### src/rtl/cpu_seq_pkg.sv
// Shared types and constants for the multi-cycle execution sequencer.
// Latency: none (types and constants only).
// Backpressure: not applicable.
package cpu_seq_pkg;

  // Sequencer states, one per instruction phase.
  typedef enum logic [2:0] {
    IDLE,
    FETCH,
    EXEC,
    MEM,
    MDWAIT,
    WB,
    HALTED
  } seq_state_t;

  // Number of cycles a MULT/DIV occupies the ALU before HI/LO are written.
  localparam int DEFAULT_MULDIV_CYCLES = 32;

endpackage

### src/rtl/exec_sequencer_if.sv
// Handshake and strobe bundle between the sequencer, the decoder and the datapath.
// Latency: none (wires only).
// Backpressure: instr_waitrequest and data_waitrequest stall the requests that are open.
//
// Ports (master = sequencer side):
//   in : pc_is_zero, instr_waitrequest, data_waitrequest, is_load, is_store,
//        is_muldiv, reg_write_req
//   out: active, instr_read, data_read, data_write, ir_en, mdr_en, pc_en,
//        reg_write_en, hilo_write_en, muldiv_start
interface exec_sequencer_if;

  // Status and handshake inputs to the sequencer
  logic pc_is_zero;
  logic instr_waitrequest;
  logic data_waitrequest;
  logic is_load;
  logic is_store;
  logic is_muldiv;
  logic reg_write_req;

  // Requests and write-enable strobes from the sequencer
  logic active;
  logic instr_read;
  logic data_read;
  logic data_write;
  logic ir_en;
  logic mdr_en;
  logic pc_en;
  logic reg_write_en;
  logic hilo_write_en;
  logic muldiv_start;

  modport master (
    input  pc_is_zero, instr_waitrequest, data_waitrequest,
    input  is_load, is_store, is_muldiv, reg_write_req,
    output active, instr_read, data_read, data_write,
    output ir_en, mdr_en, pc_en, reg_write_en, hilo_write_en, muldiv_start
  );

  modport slave (
    output pc_is_zero, instr_waitrequest, data_waitrequest,
    output is_load, is_store, is_muldiv, reg_write_req,
    input  active, instr_read, data_read, data_write,
    input  ir_en, mdr_en, pc_en, reg_write_en, hilo_write_en, muldiv_start
  );

endinterface

### src/rtl/exec_sequencer.sv
// Multi-cycle control sequencer: FETCH -> EXEC -> (MEM | MDWAIT) -> WB, gating PC/IR/regfile/HI-LO writes.
// Latency (no wait states): ALU 3 cycles, store 3, load 4, MULT/DIV 2 + MULDIV_CYCLES.
// Backpressure: FETCH and MEM hold their request and stall while the matching waitrequest is high.
//
// Ports:
//   clk   - rising-edge clock
//   reset - asynchronous active-low reset; forces IDLE and drops every output at once
//   bus   - exec_sequencer_if.master (decoder status in, bus requests and write strobes out)
module exec_sequencer
  import cpu_seq_pkg::*;
#(
  parameter int MULDIV_CYCLES = DEFAULT_MULDIV_CYCLES
) (
  input  logic               clk,
  input  logic               reset,
  exec_sequencer_if.master   bus
);

  localparam int CNT_W = $clog2(MULDIV_CYCLES + 1);
  localparam logic [CNT_W-1:0] CNT_LOAD = CNT_W'(MULDIV_CYCLES - 1);

  seq_state_t       state_q, state_d;
  logic [CNT_W-1:0] cnt_q, cnt_d;
  // Access direction latched in EXEC so the MEM-phase requests decode from
  // registered state only; a combined load+store resolves to a store.
  logic             mem_wr_q, mem_wr_d;

  always_ff @(posedge clk or negedge reset) begin
    if (!reset) begin
      state_q  <= IDLE;
      cnt_q    <= '0;
      mem_wr_q <= 1'b0;
    end else begin
      state_q  <= state_d;
      cnt_q    <= cnt_d;
      mem_wr_q <= mem_wr_d;
    end
  end

  always_comb begin
    state_d           = state_q;
    cnt_d             = cnt_q;
    mem_wr_d          = mem_wr_q;
    bus.instr_read    = 1'b0;
    bus.ir_en         = 1'b0;
    bus.data_read     = 1'b0;
    bus.data_write    = 1'b0;
    bus.mdr_en        = 1'b0;
    bus.pc_en         = 1'b0;
    bus.reg_write_en  = 1'b0;
    bus.hilo_write_en = 1'b0;
    bus.muldiv_start  = 1'b0;

    case (state_q)
      IDLE: begin
        state_d = FETCH;
      end

      FETCH: begin
        // The PC is stable for the whole FETCH phase, so a zero PC is
        // caught before any read goes out.
        if (bus.pc_is_zero) begin
          state_d = HALTED;
        end else begin
          bus.instr_read = 1'b1;
          if (!bus.instr_waitrequest) begin
            bus.ir_en = 1'b1;
            state_d   = EXEC;
          end
        end
      end

      EXEC: begin
        if (bus.is_muldiv) begin
          bus.muldiv_start = 1'b1;
          cnt_d            = CNT_LOAD;
          state_d          = MDWAIT;
        end else if (bus.is_store) begin
          mem_wr_d = 1'b1;
          state_d  = MEM;
        end else if (bus.is_load) begin
          mem_wr_d = 1'b0;
          state_d  = MEM;
        end else begin
          state_d = WB;
        end
      end

      MEM: begin
        bus.data_write = mem_wr_q;
        bus.data_read  = !mem_wr_q;
        if (!bus.data_waitrequest) begin
          if (mem_wr_q) begin
            bus.pc_en = 1'b1;
            state_d   = FETCH;
          end else begin
            bus.mdr_en = 1'b1;
            state_d    = WB;
          end
        end
      end

      MDWAIT: begin
        // Counter enters at MULDIV_CYCLES-1, so the zero cycle is the last of
        // exactly MULDIV_CYCLES cycles here; it never decrements past zero.
        if (cnt_q == '0) begin
          bus.hilo_write_en = 1'b1;
          bus.pc_en         = 1'b1;
          state_d           = FETCH;
        end else begin
          cnt_d = cnt_q - CNT_W'(1);
        end
      end

      WB: begin
        bus.reg_write_en = bus.reg_write_req;
        bus.pc_en        = 1'b1;
        state_d          = FETCH;
      end

      HALTED: begin
        state_d = HALTED;
      end

      default: begin
        state_d = IDLE;
      end
    endcase
  end

  assign bus.active = (state_q != IDLE) && (state_q != HALTED);

endmodule
### src/flat_wrapper.sv
// flat-port wrapper written by rule: the top's interface ports become plain ports
module exec_sequencer_flat import cpu_seq_pkg::*;
#(
  parameter int MULDIV_CYCLES = DEFAULT_MULDIV_CYCLES
)
  (clk, reset, bus_pc_is_zero, bus_instr_waitrequest, bus_data_waitrequest, bus_is_load, bus_is_store, bus_is_muldiv, bus_reg_write_req, bus_active, bus_instr_read, bus_data_read, bus_data_write, bus_ir_en, bus_mdr_en, bus_pc_en, bus_reg_write_en, bus_hilo_write_en, bus_muldiv_start);
  exec_sequencer_if bus_i ();
  input  logic clk;
  input  logic reset;
  input wire logic [$bits(bus_i.pc_is_zero)-1:0] bus_pc_is_zero;
  input wire logic [$bits(bus_i.instr_waitrequest)-1:0] bus_instr_waitrequest;
  input wire logic [$bits(bus_i.data_waitrequest)-1:0] bus_data_waitrequest;
  input wire logic [$bits(bus_i.is_load)-1:0] bus_is_load;
  input wire logic [$bits(bus_i.is_store)-1:0] bus_is_store;
  input wire logic [$bits(bus_i.is_muldiv)-1:0] bus_is_muldiv;
  input wire logic [$bits(bus_i.reg_write_req)-1:0] bus_reg_write_req;
  output wire logic [$bits(bus_i.active)-1:0] bus_active;
  output wire logic [$bits(bus_i.instr_read)-1:0] bus_instr_read;
  output wire logic [$bits(bus_i.data_read)-1:0] bus_data_read;
  output wire logic [$bits(bus_i.data_write)-1:0] bus_data_write;
  output wire logic [$bits(bus_i.ir_en)-1:0] bus_ir_en;
  output wire logic [$bits(bus_i.mdr_en)-1:0] bus_mdr_en;
  output wire logic [$bits(bus_i.pc_en)-1:0] bus_pc_en;
  output wire logic [$bits(bus_i.reg_write_en)-1:0] bus_reg_write_en;
  output wire logic [$bits(bus_i.hilo_write_en)-1:0] bus_hilo_write_en;
  output wire logic [$bits(bus_i.muldiv_start)-1:0] bus_muldiv_start;
  assign bus_i.pc_is_zero = bus_pc_is_zero;
  assign bus_i.instr_waitrequest = bus_instr_waitrequest;
  assign bus_i.data_waitrequest = bus_data_waitrequest;
  assign bus_i.is_load = bus_is_load;
  assign bus_i.is_store = bus_is_store;
  assign bus_i.is_muldiv = bus_is_muldiv;
  assign bus_i.reg_write_req = bus_reg_write_req;
  assign bus_active = bus_i.active;
  assign bus_instr_read = bus_i.instr_read;
  assign bus_data_read = bus_i.data_read;
  assign bus_data_write = bus_i.data_write;
  assign bus_ir_en = bus_i.ir_en;
  assign bus_mdr_en = bus_i.mdr_en;
  assign bus_pc_en = bus_i.pc_en;
  assign bus_reg_write_en = bus_i.reg_write_en;
  assign bus_hilo_write_en = bus_i.hilo_write_en;
  assign bus_muldiv_start = bus_i.muldiv_start;
  exec_sequencer #(.MULDIV_CYCLES(MULDIV_CYCLES)) u_core (.clk(clk), .reset(reset), .bus(bus_i));
endmodule
### config.mk
export PLATFORM = sky130hd
export DESIGN_NAME = exec_sequencer_flat
export DESIGN_NICKNAME = d
export VERILOG_FILES = /design/src/rtl/cpu_seq_pkg.sv /design/src/rtl/exec_sequencer_if.sv /design/src/rtl/exec_sequencer.sv /design/src/flat_wrapper.sv
export SDC_FILE = /design/constraint.sdc
export NUM_CORES = 1
export LEC_CHECK = 0
export BUFFER_PORTS_ARGS = -buffer_cell sky130_fd_sc_hd__buf_2
export CORE_UTILIZATION = 50
export CTS_CLUSTER_DIAMETER = 80
export CTS_CLUSTER_SIZE = 40
export DETAILED_ROUTE_END_ITERATION = 6
export GPL_ROUTABILITY_DRIVEN = 0
export PLACE_DENSITY = 0.77
export SYNTH_ARGS = -nofsm -noshare
export SYNTH_HDL_FRONTEND = slang
export SYNTH_SLANG_ARGS = --single-unit
### constraint.sdc
create_clock -name clk -period 2.05 [get_ports clk]
set_input_delay 0.3075 -clock clk [delete_from_list [all_inputs] [get_ports clk]]
set_output_delay 0.3075 -clock clk [all_outputs]
set_load 0.1 [all_outputs]
# Word level (Yosys, flattened, before mapping)
# Index checks and enable logic that the tools add are counted.
[totals] register_bits=10 latchBits=0 ramBits=0 romBits=0 inputBits=9 output_inout_bits=10 elab_cells=60 mem_count=0
[op_classes] n_addsub=1 mul=0 div=0 order_cmp=0 n_eq_ne=12 shift=0 n_mux=32 bitwise=1 reduce_logical=11
[op_table] cell="two-way mux 3 bit" count=8
[op_table] cell="two-way mux 1 bit" count=19
[op_table] cell="case mux 3 bit (6 select lines)" count=1
[op_table] cell="two-way mux 6 bit" count=2
[op_table] cell="case mux 6 bit (2 select lines)" count=1
[op_table] cell="equality test 3 bit, second input constant" count=3
[op_table] cell="AND reduction 3 bit" count=3
[op_table] cell="equality test 3 x 2 -> 1 bit, second input constant" count=2
[op_table] cell="logical NOT 6 bit" count=1
[op_table] cell="!= test 2 bit, second input constant" count=3
[op_table] cell="!= test 3 bit, second input constant" count=2
[op_table] cell="subtractor 6 x 1 -> 6 bit, second input constant" count=1
[op_table] cell="nonzero test 2 bit" count=2
[op_table] cell="equality test 3 x 1 -> 1 bit, second input constant" count=1
[op_table] cell="logical NOT 3 bit" count=1
[op_table] cell="case mux 1 bit (3 select lines)" count=1
[op_table] cell="nonzero test 3 bit" count=1
[op_table] cell="!= test 2 x 1 -> 1 bit, second input constant" count=1
[op_table] cell="OR reduction 2 bit" count=1
[op_table] cell="logical AND 1 bit" count=1
[op_table] cell="logical NOT 1 bit" count=1
[op_table] cell="NOT 1 bit" count=1

# Longest topological paths before layout
# Gate-level depths: netlist of the first run.
[logic_depth] depth_word=4 ltp_mapped=7 mapped_depth_nobuf=6

# Least setup slack after synthesis of the first run
# OpenSTA, ideal clock, no wires.
[synth_path] path_type="reg-to-output" startpoint="register u_core.state_q[0]" endpoint="output bus_ir_en" arrival_ps=3528 t_required_ps=1742 setup_slack_ps=-1786 path_stages_with_launch=4 path_buffers=1 cell_sequence="dfrtp_1 > clkbuf_1 > nand2_1 > nor4_1"
[synth_between] elab_chain_cells=2
[synth_rtl] item="start, declared" line_no="exec_sequencer.sv:22" source="seq_state_t state_q, state_d;"
[synth_rtl] item="start signal, assigned" line_no="exec_sequencer.sv:34" source="state_q <= state_d;"
[synth_rtl] item="equality test 3 x 1 -> 1 bit" line_no="exec_sequencer.sv:54" source="case (state_q)"
[synth_rtl] item="two-way mux 1 bit" line_no="exec_sequencer.sv:54"
[synth_rtl] item="end, declared" line_no="flat_wrapper.sv:21" source="output wire logic [$bits(bus_i.ir_en)-1:0] bus_ir_en;"
# Every way passes these cells.

# Worst setup path after layout of the first run
[layout_path] startpoint="register u_core.cnt_q[0]" endpoint="output bus_pc_en"
[layout_between] elab_chain_cells=3
[layout_rtl] item="start, declared" line_no="exec_sequencer.sv:23" source="logic [CNT_W-1:0] cnt_q, cnt_d;"
[layout_rtl] item="start signal, assigned" line_no="exec_sequencer.sv:35" source="cnt_q <= cnt_d;"
[layout_rtl] item="logical NOT 6 bit" line_no="exec_sequencer.sv:106" source="if (cnt_q == '0) begin"
[layout_rtl] item="two-way mux 1 bit" line_no="exec_sequencer.sv:106"
[layout_rtl] item="case mux 1 bit (3 select lines)" line_no="exec_sequencer.sv:54"
[layout_rtl] item="end, declared" line_no="flat_wrapper.sv:23" source="output wire logic [$bits(bus_i.pc_en)-1:0] bus_pc_en;"
# Every way passes these cells.

==> impl_metrics.yaml, run 1 <==
clock_tree:
  cts_tree: "done"
  h-tree-depth: 1
  cts_root_buf: "clkbuf_4"
  numCtsBuffers: 3
  clock_sinks: 10
  clockBufferDepth: 2
  clk_latency_ns: 0.27
  clk_pin_slew_ns: 0.08
logic_synthesis:
  syn_area_sq_um: 699
  yosysSeqAreaShare_pct: 35.8
  async_flop_share_pct: 100
  synth_fp_nets: 94
  syn_avg_cell_area_sq_um: 8.43
  ys_types: 33
  synth_cells: 83
  synth_edf_count: 0
  synth_top_area_share_pct: 35.8
  synth_seq_cells: 10
  synthTopCellsByArea: "dfrtp_1, o21ai_0, nor2_1, nor2b_1, inv_1"
  yosys.area.top_type: "dfrtp_1"
  synth_ff_type: "dfrtp_1"
  ys.warnings.count: 0
global_route:
  grt_pass1_wl_mm: 2.82
  overflow: 0
  grt_max_degree: 15
  grt_pass1_vias: 640
  antenna_found_initial: 0
  grt_use_total_pct: 27.0
final_layout:
  drive_gt1_share_pct: 42.3
  final_common_cell: "dfrtp_1"
  n_antenna_cell: 0
  layout.nets: 123
  final_cells: 126
  final_util_pct: 84.3
  area_growth_syn_to_layout_pct: 56.9
  layout_common_cells: "dfrtp_1, buf_4, buf_2"
  nFillCells: 76
floorplanning:
  fp-row-count: 13
  die_area_sq_um: 1550
  fp.coreArea_sq_um: 1300
  die_x_um: 39.4
  start_util_pct: 53.8
  pin_count: 19
  die_y_um: 39.4
placed_design:
  io_buffers: 18
  placedCellCount: 113
  hpwl_mm: 1.21
  dpl_worst_slack_ns: 0.141
route:
  drtAntennaViolNets: 0
  viasPerCell: 6.00
  via_count: 756
  drtIter0Drc: 30
  avgRoutedWirePerCell_um: 15.8
  drc: 0
  drt_first_pass_iters: 4
  postRouteWirelength_mm: 1.99
sta:
  grt_setup_unrepaired: "yes"
  hold_viol: 0
  slew_viol_final: 0
  fin_ws_ns: -0.0294
  setup-violations-final: 2
  slew_headroom_pct: 69.0
  worst_pin_slew_ns: 0.461
  period_share_pct: 101
  period_needed_ns: 2.08
  timing.fmax_mhz: 481
  skew_ns: 0.0152
  finalSetupTns_ns: -0.0398
worst_setup_path:
  crit_buf_inv: 2
  path_cells: "inv_1 > ha_4 > nand2b_1 > or2_4 > a21oi_4 > a22o_4 > buf_12"
  crit_type: "flip-flop to output port"
  reg2reg_slack_ns: 0.33
  start_kind: "flip-flop"
  critical_path_arrival_ns: 1.77
  critPathTopFamily: "flip-flops"
  crit_fanout: 2
  cpPeakStageDelay_ns: 0.39
  worstPathRequired_ns: 1.74
  endpoint_kind: "output port"
  cp_slowest_cell: "dfrtp_1"
worst_hold_path:
  min_path_type: "input pin to flip-flop"
outcome:
  violations: "negative setup slack"
  status: "complete, but fails checks"
run:
  drv_cap: 0
pwr:
  ir_drop_v: 0.00123
  leakage_nw: 0.459
  p_per_area_nw_per_um2: 1660
cell usage after synthesis, types with 3 or more instances:
cell type  count
dfrtp_1       10
inv_1          7
nor2b_1        5
a21oi_1        3
nor4_1         3
nand2_1        4
nor3_1         5
o21ai_0        7
nor2_1         9
power breakdown:
group	internal, mW	switching (mW)	leakage (nW)
Combinational	0.461	0.753	0.327
Clock	0.108	0.0702	0.0210
Sequential	0.284	0.148	0.111
timing repair:
item	in CTS	in global routing
pin swaps	4	1
hold endpoints to repair	10	0
hold buffers	1	0
endpoints found under the setup margin	1	5
cloned	0	0
gates resized for setup	1	9
setup buffers	7	1
layer usage:
layer  up-vias  part of all wire [%]  global-route usage (%)
met5         -                     0                       0
met4         0                  0.30                    5.17
met3         2                   7.0                    9.09
met2        38                    47                    41.0
met1       360                    46                    36.9
li1        356                     -                       -
final timing paths:
check | cells past startpoint | startpoint | endpoint
hold / removal | 2 | bus_is_store | u_core.mem_wr_q
setup / recovery | 7 | u_core.cnt_q[0] | bus_pc_en
max in group asynchronous | 2 | reset | u_core.cnt_q[3]
min in group asynchronous | 2 | reset | u_core.cnt_q[5]
hold reg to reg | 2 | u_core.cnt_q[5] | u_core.cnt_q[5]
setup reg to reg | 5 | u_core.cnt_q[4] | u_core.cnt_q[3]
stage by stage:
stage	area [sq um]	hold WS [ns]	power (mW)
global route	1100	0.297	1.89
floorplan	752	0.0119	1.19
detailed placement	948	0.174	1.48
CTS	1050	0.294	1.73
finish	1100	0.290	1.82
global placement	948	0.172	1.45
worst register-to-register path, cell delays in order (launching register included):
cell      delay [ns]
dfrtp_1         0.41
or3_4           0.35
buf_4           0.15
o21a_1          0.29
a211oi_1        0.30
a31oi_1         0.08
state kept, by name, indices dropped and copies added, names as in the netlist:
name and flops:
u_core.state_q 3, u_core.cnt_q 6, u_core.mem_wr_q 1
kinds of logic after synthesis:
group / count (synthesis) / share of synthesized area, %
and+or+nand+nor: 35 / 28.1
xor gates and xnor gates: 1 / 1.25
muxes: 1 / 1.43
adders and majority gates: 2 / 3.58
DFF: 10 / 35.8
buffers and inverters: 11 / 7.33
AOI/OAI and AO/OA: 23 / 22.5
cell type report:
class	count	area [sq um]	share of cell area [%]
flip-flops and latches	10	250	22.8
repair buffers	28	280	25.5
inverters	7	26.3	2.39
well taps	15	18.8	1.71
clock buffers	4	36.3	3.31
multi-input cells	62	485	44.2
Note: power is estimated with default switching activity, not from simulation.
==> inputs of run 2 (changes only) <==
- BUFFER_PORTS_ARGS: -buffer_cell sky130_fd_sc_hd__buf_2 -> -buffer_cell sky130_fd_sc_hd__buf_4
==> run 2 against run 1 <==
  * The flow still finishes with violations (negative setup slack)
  * Core utilization down 4.1 points
  * Combinational power down 7%
  * Critical endpoint unchanged
  * Sequential power down 4%
  * Clock skew down 0.0085 ns
  * Largest power group unchanged
  * First-iteration DRC count down 43%
  * Non-clock buffer count up 1
  * Critical path type unchanged
  * Hold slack worse by 0.021 ns
==> impl_metrics.yaml, run 2 (same netlist as run 1, synthesis figures left out) <==
final_layout:
  nFillCells: 81
  area_growth_syn_to_layout_pct: 49.2
  largest_reg_flops: 6
  final_util_pct: 80.2
  final_cells: 127
  n_antenna_cell: 0
  top_regs: "u_core.cnt_q: 6 flops, u_core.state_q: 3 flops, u_core.mem_wr_q: 1 flops"
  seqCellArea_sq_um: 250
  regMostFlops: "u_core.cnt_q"
  final_common_cell: "buf_4"
  multiInputGateArea_sq_um: 460
  layout_common_cells: "buf_4, dfrtp_1, nor2_1, o21ai_0, inv_1"
  layout.nets: 124
  drive_gt1_share_pct: 42.0
outcome:
  status: "complete, but fails checks"
  violations: "negative setup slack"
placed_design:
  io_buffers: 18
  hpwl_mm: 1.37
  placedCellCount: 116
sta:
  period_share_pct: 102
  worst_pin_slew_ns: 0.468
  skew_ns: 0.00670
  hold_viol: 0
  grt_setup_unrepaired: "yes"
  period_needed_ns: 2.09
  fin_ws_ns: -0.0407
  setup-violations-final: 2
  timing.fmax_mhz: 478
  slew_viol_final: 0
  slew_headroom_pct: 68.8
worst_setup_path:
  start_kind: "flip-flop"
  r2r-start: "u_core.state_q[0]"
  startpoint: "u_core.cnt_q[2]"
  endpoint: "bus_pc_en"
  reg2reg_slack_ns: 0.24
  crit_type: "flip-flop to output port"
  rr_endpoint: "u_core.cnt_q[2]"
  endpoint_kind: "output port"
  crit_fanout: 2
  critical_path_arrival_ns: 1.78
  rr_worst_depth: 4
  worstPathRequired_ns: 1.74
floorplanning:
  start_util_pct: 53.8
  die_x_um: 39.4
  die_area_sq_um: 1550
  fp-row-count: 13
  die_y_um: 39.4
  fp.coreArea_sq_um: 1300
  pin_count: 19
pwr:
  ir_drop_v: 0.00121
  leakage_nw: 0.449
  p_per_area_nw_per_um2: 1640
  fin_total_pwr_mw: 1.71
run:
  drv_cap: 0
clock_tree:
  clk_latency_ns: 0.28
  clk_pin_slew_ns: 0.06
  clock_sinks: 10
  h-tree-depth: 1
  cts_root_buf: "clkbuf_4"
  cts_tree: "done"
  clockBufferDepth: 2
  numCtsBuffers: 3
worst_hold_path:
  min_path_type: "input pin to flip-flop"
global_route:
  grt_max_degree: 15
  overflow: 0
  antenna_found_initial: 0
  grt_use_total_pct: 28.0
  grt_pass1_wl_mm: 2.82
  grt_pass1_vias: 660
route:
  postRouteWirelength_mm: 1.87
  drc: 0
  viasPerCell: 5.80
  avgRoutedWirePerCell_um: 14.7
  via_count: 736
  drtAntennaViolNets: 0
  drtIter0Drc: 17
  drt_first_pass_iters: 4
==> run 2: metal layers <==
| layer | vias up | GRT usage, % | share of wire (%) |
|---|---|---|---|
| met3 | 9 | 11.4 | 6.4 |
| met2 | 24 | 44.3 | 49 |
| met1 | 342 | 31.8 | 42 |
| li1 | 361 | - | - |
| met5 | - | 0 | 0 |
| met4 | 0 | 14.7 | 2.9 |
==> run 2: worst min path at each step <==
stage	from	depth (start not counted)	slack [ns]	endpoint
after global routing	bus_instr_waitrequest	2	0.27	u_core.state_q[1]
after CTS	bus_instr_waitrequest	2	0.27	u_core.state_q[1]
after floorplan	reset	0	0.01	u_core.cnt_q[0]
after detailed placement	reset	1	0.14	u_core.state_q[0]
final	bus_instr_waitrequest	2	0.27	u_core.state_q[1]
after global placement	reset	1	0.14	u_core.mem_wr_q
==> run 2: cell type report <==
cell class,count,share of cell area [%]
multi-input combinational,62,44.1
clock buffer,4,3.48
timing repair buffer,29,24.1
inverter,7,2.52
sequential,10,24.0
tap,15,1.80
==> run 2: worst max-delay path, cell delays in order (launching register included) <==
cell	delay, ns
dfrtp_1	0.38
or3_4	0.39
or2_4	0.24
a21oi_2	0.16
a22o_2	0.17
buf_12	0.17
==> run 2: repair_timing <==
action,CTS,global route
hold buffers,1,0
endpoints found under the setup margin,2,4
pin swaps,4,2
hold endpoints to repair,10,0
resized for setup,5,7
buffers inserted,5,1
cloned,0,0
==> run 2: power by group <==
group / internal, mW / switching (mW) / leakage [nW]
clock: 0.108 / 0.0703 / 0.0210
sequential: 0.285 / 0.129 / 0.111
combinational: 0.389 / 0.727 / 0.317
total: 0.782 / 0.926 / 0.449
==> run 2: through the flow <==
stage	worst slack (ns)	instance area (sq um)	hold slack (ns)	setup TNS [ns]
after floorplan	-0.0225	752	0.0119	-0.0225
after global placement	0.122	911	0.139	0
after detailed placement	0.106	911	0.141	0
after CTS	-0.0269	1010	0.268	-0.0269
after global routing	-0.0956	1040	0.275	-0.189
final	-0.0407	1040	0.270	-0.0438
==> inputs of run 3 (changes only) <==
- BUFFER_PORTS_ARGS: -buffer_cell sky130_fd_sc_hd__buf_4 -> -buffer_cell sky130_fd_sc_hd__clkbuf_2
- CORE_MARGIN: default -> 2
==> run 3 against run 2 <==
  * The flow still finishes with violations (negative setup slack)
  * Core utilization grew 3.1 points
  * Global-route usage shrank 4.5 points
  * Clock skew grew 0.0020 ns
  * Clock power grew 2%
  * Cell area grew 3.8%
  * Critical path depth is the same
  * Largest power group unchanged
==> impl_metrics.yaml, run 3 (same netlist as run 1, synthesis figures left out) <==
final_layout:
  layout_common_cells: "buf_4, dfrtp_1, clkbuf_2"
  n_antenna_cell: 0
  layout.nets: 123
  final_cells: 126
  largest_reg_flops: 6
  top_regs: "u_core.cnt_q: 6 flops, u_core.state_q: 3 flops, u_core.mem_wr_q: 1 flops"
  area_growth_syn_to_layout_pct: 54.9
  final_util_pct: 83.3
  drive_gt1_share_pct: 43.2
  seqCellArea_sq_um: 251
  regMostFlops: "u_core.cnt_q"
  nFillCells: 78
  final_common_cell: "buf_4"
  multiInputGateArea_sq_um: 483
pwr:
  swShare_pct: 53.7
  p_comb_share_pct: 65.2
  power_switching_uw: 961
  ir_drop_v: 0.00150
  clkPwrFrac_pct: 10.2
  p_int_uw: 827
  leakage_nw: 0.458
  p_seq_share_pct: 24.6
  p_per_area_nw_per_um2: 1650
clock_tree:
  clk_pin_slew_ns: 0.07
  cts_root_buf: "clkbuf_4"
  clock_sinks: 10
  clockBufferDepth: 2
  clk_latency_ns: 0.28
  numCtsBuffers: 3
  cts_tree: "done"
  h-tree-depth: 1
global_route:
  antenna_found_initial: 0
  grt_pass1_vias: 667
  grt_max_degree: 15
  grt_use_total_pct: 23.5
  grt_pass1_wl_mm: 2.99
  overflow: 0
sta:
  period_needed_ns: 2.11
  fin_ws_ns: -0.0616
  period_share_pct: 103
  worst_pin_slew_ns: 0.415
  hold_viol: 0
  slew_headroom_pct: 72.3
  slew_viol_final: 0
  setup-violations-final: 2
  skew_ns: 0.00871
  timing.fmax_mhz: 474
  grt_setup_unrepaired: "yes"
route:
  met3WireLength_um: 203
  wl_met1_um: 859
  drtAntennaViolNets: 0
  drc: 0
  drtIter0Drc: 28
  viasPerCell: 6.11
  avgRoutedWirePerCell_um: 16.4
  drt_first_pass_iters: 4
  wl_met2_um: 942
  via_count: 770
  top_layer_used: "met4"
  postRouteWirelength_mm: 2.06
worst_setup_path:
  crit_type: "flip-flop to output port"
  crit_fanout: 2
  start_kind: "flip-flop"
  critical_path_arrival_ns: 1.80
  worstPathRequired_ns: 1.74
  endpoint_kind: "output port"
placed_design:
  hpwl_mm: 1.18
  placedCellCount: 113
  io_buffers: 18
floorplanning:
  pin_count: 19
  fp.coreArea_sq_um: 1300
  die_area_sq_um: 1710
  fp-row-count: 13
  start_util_pct: 53.8
  die_y_um: 41.4
  die_x_um: 41.4
worst_hold_path:
  min_path_type: "input pin to flip-flop"
outcome:
  violations: "negative setup slack"
  status: "complete, but fails checks"
run:
  drv_cap: 0
## run 3: cell count changes in the layout (fill, tap and decap cells not counted), moves of 3 or more
| cell | previous run | this run |
|---|---|---|
| buf_12 | 1 | 6 |
| buf_4 | 23 | 12 |
| buf_6 | 3 | 0 |
| clkbuf_2 | 0 | 8 |
## run 3: worst max-delay path, stage by stage (launching register included)
cell,delay [ns]
dfrtp_1,0.41
or3_4,0.41
or2_4,0.26
buf_4,0.15
nor2b_4,0.12
buf_12,0.18
## run 3: path summary, 6_finish.rpt
path | from | to | slack [ns] | cells after the start
setup / recovery | u_core.cnt_q[2] | bus_hilo_write_en | -0.06 | 5
hold / removal | bus_is_store | u_core.mem_wr_q | 0.28 | 2
setup reg to reg | u_core.cnt_q[2] | u_core.cnt_q[3] | 0.31 | 5
hold reg to reg | u_core.cnt_q[5] | u_core.cnt_q[5] | 0.59 | 2
max in group asynchronous | reset | u_core.state_q[1] | 1.41 | 2
min in group asynchronous | reset | u_core.cnt_q[5] | 0.42 | 2
## run 3: per-layer routing
layer	up-vias	GRT usage, %
met5	-	0
met4	0	10.3
met3	7	7.83
met2	45	32.2
met1	362	33.4
li1	356	-
## run 3: cell type report
class | count | share of cell area, %
clock buffers | 4 | 3.35
inverters | 7 | 2.42
multi-input cells | 62 | 44.6
flip-flops and latches | 10 | 23.2
well taps | 15 | 1.73
repair buffers | 28 | 24.7
## run 3: timing repair
| item | in CTS | in global routing |
|---|---|---|
| pin swaps | 4 | 1 |
| endpoints found under the setup margin | 1 | 3 |
| endpoints found under the hold margin | 10 | 0 |
| setup buffers | 6 | 2 |
| gates resized for setup | 1 | 8 |
| hold buffers | 1 | 0 |
## run 3: per-stage QoR
stage	power, mW	setup WS (ns)	area (sq um)	hold slack (ns)	setup TNS, ns
5_1_grt	1.89	-0.0907	1080	0.288	-0.199
6_report	1.79	-0.0616	1080	0.280	-0.114
3_5_place_dp	1.43	0.137	941	0.179	0
3_3_place_gp	1.42	0.156	941	0.180	0
2_1_floorplan	1.19	-0.0225	752	0.0119	-0.0225
4_1_cts	1.67	-0.0360	1030	0.278	-0.0360
## run 3: power groups by stage
| stage | combinational, mW | clock (mW) | sequential (mW) |
|---|---|---|---|
| after global routing | 1.24 | 0.193 | 0.458 |
| after global placement | 0.990 | 0 | 0.433 |
| after detailed placement | 1.00 | 0 | 0.434 |
| after CTS | 1.08 | 0.184 | 0.410 |
| after floorplan | 0.827 | 0 | 0.362 |
| final | 1.17 | 0.182 | 0.440 |
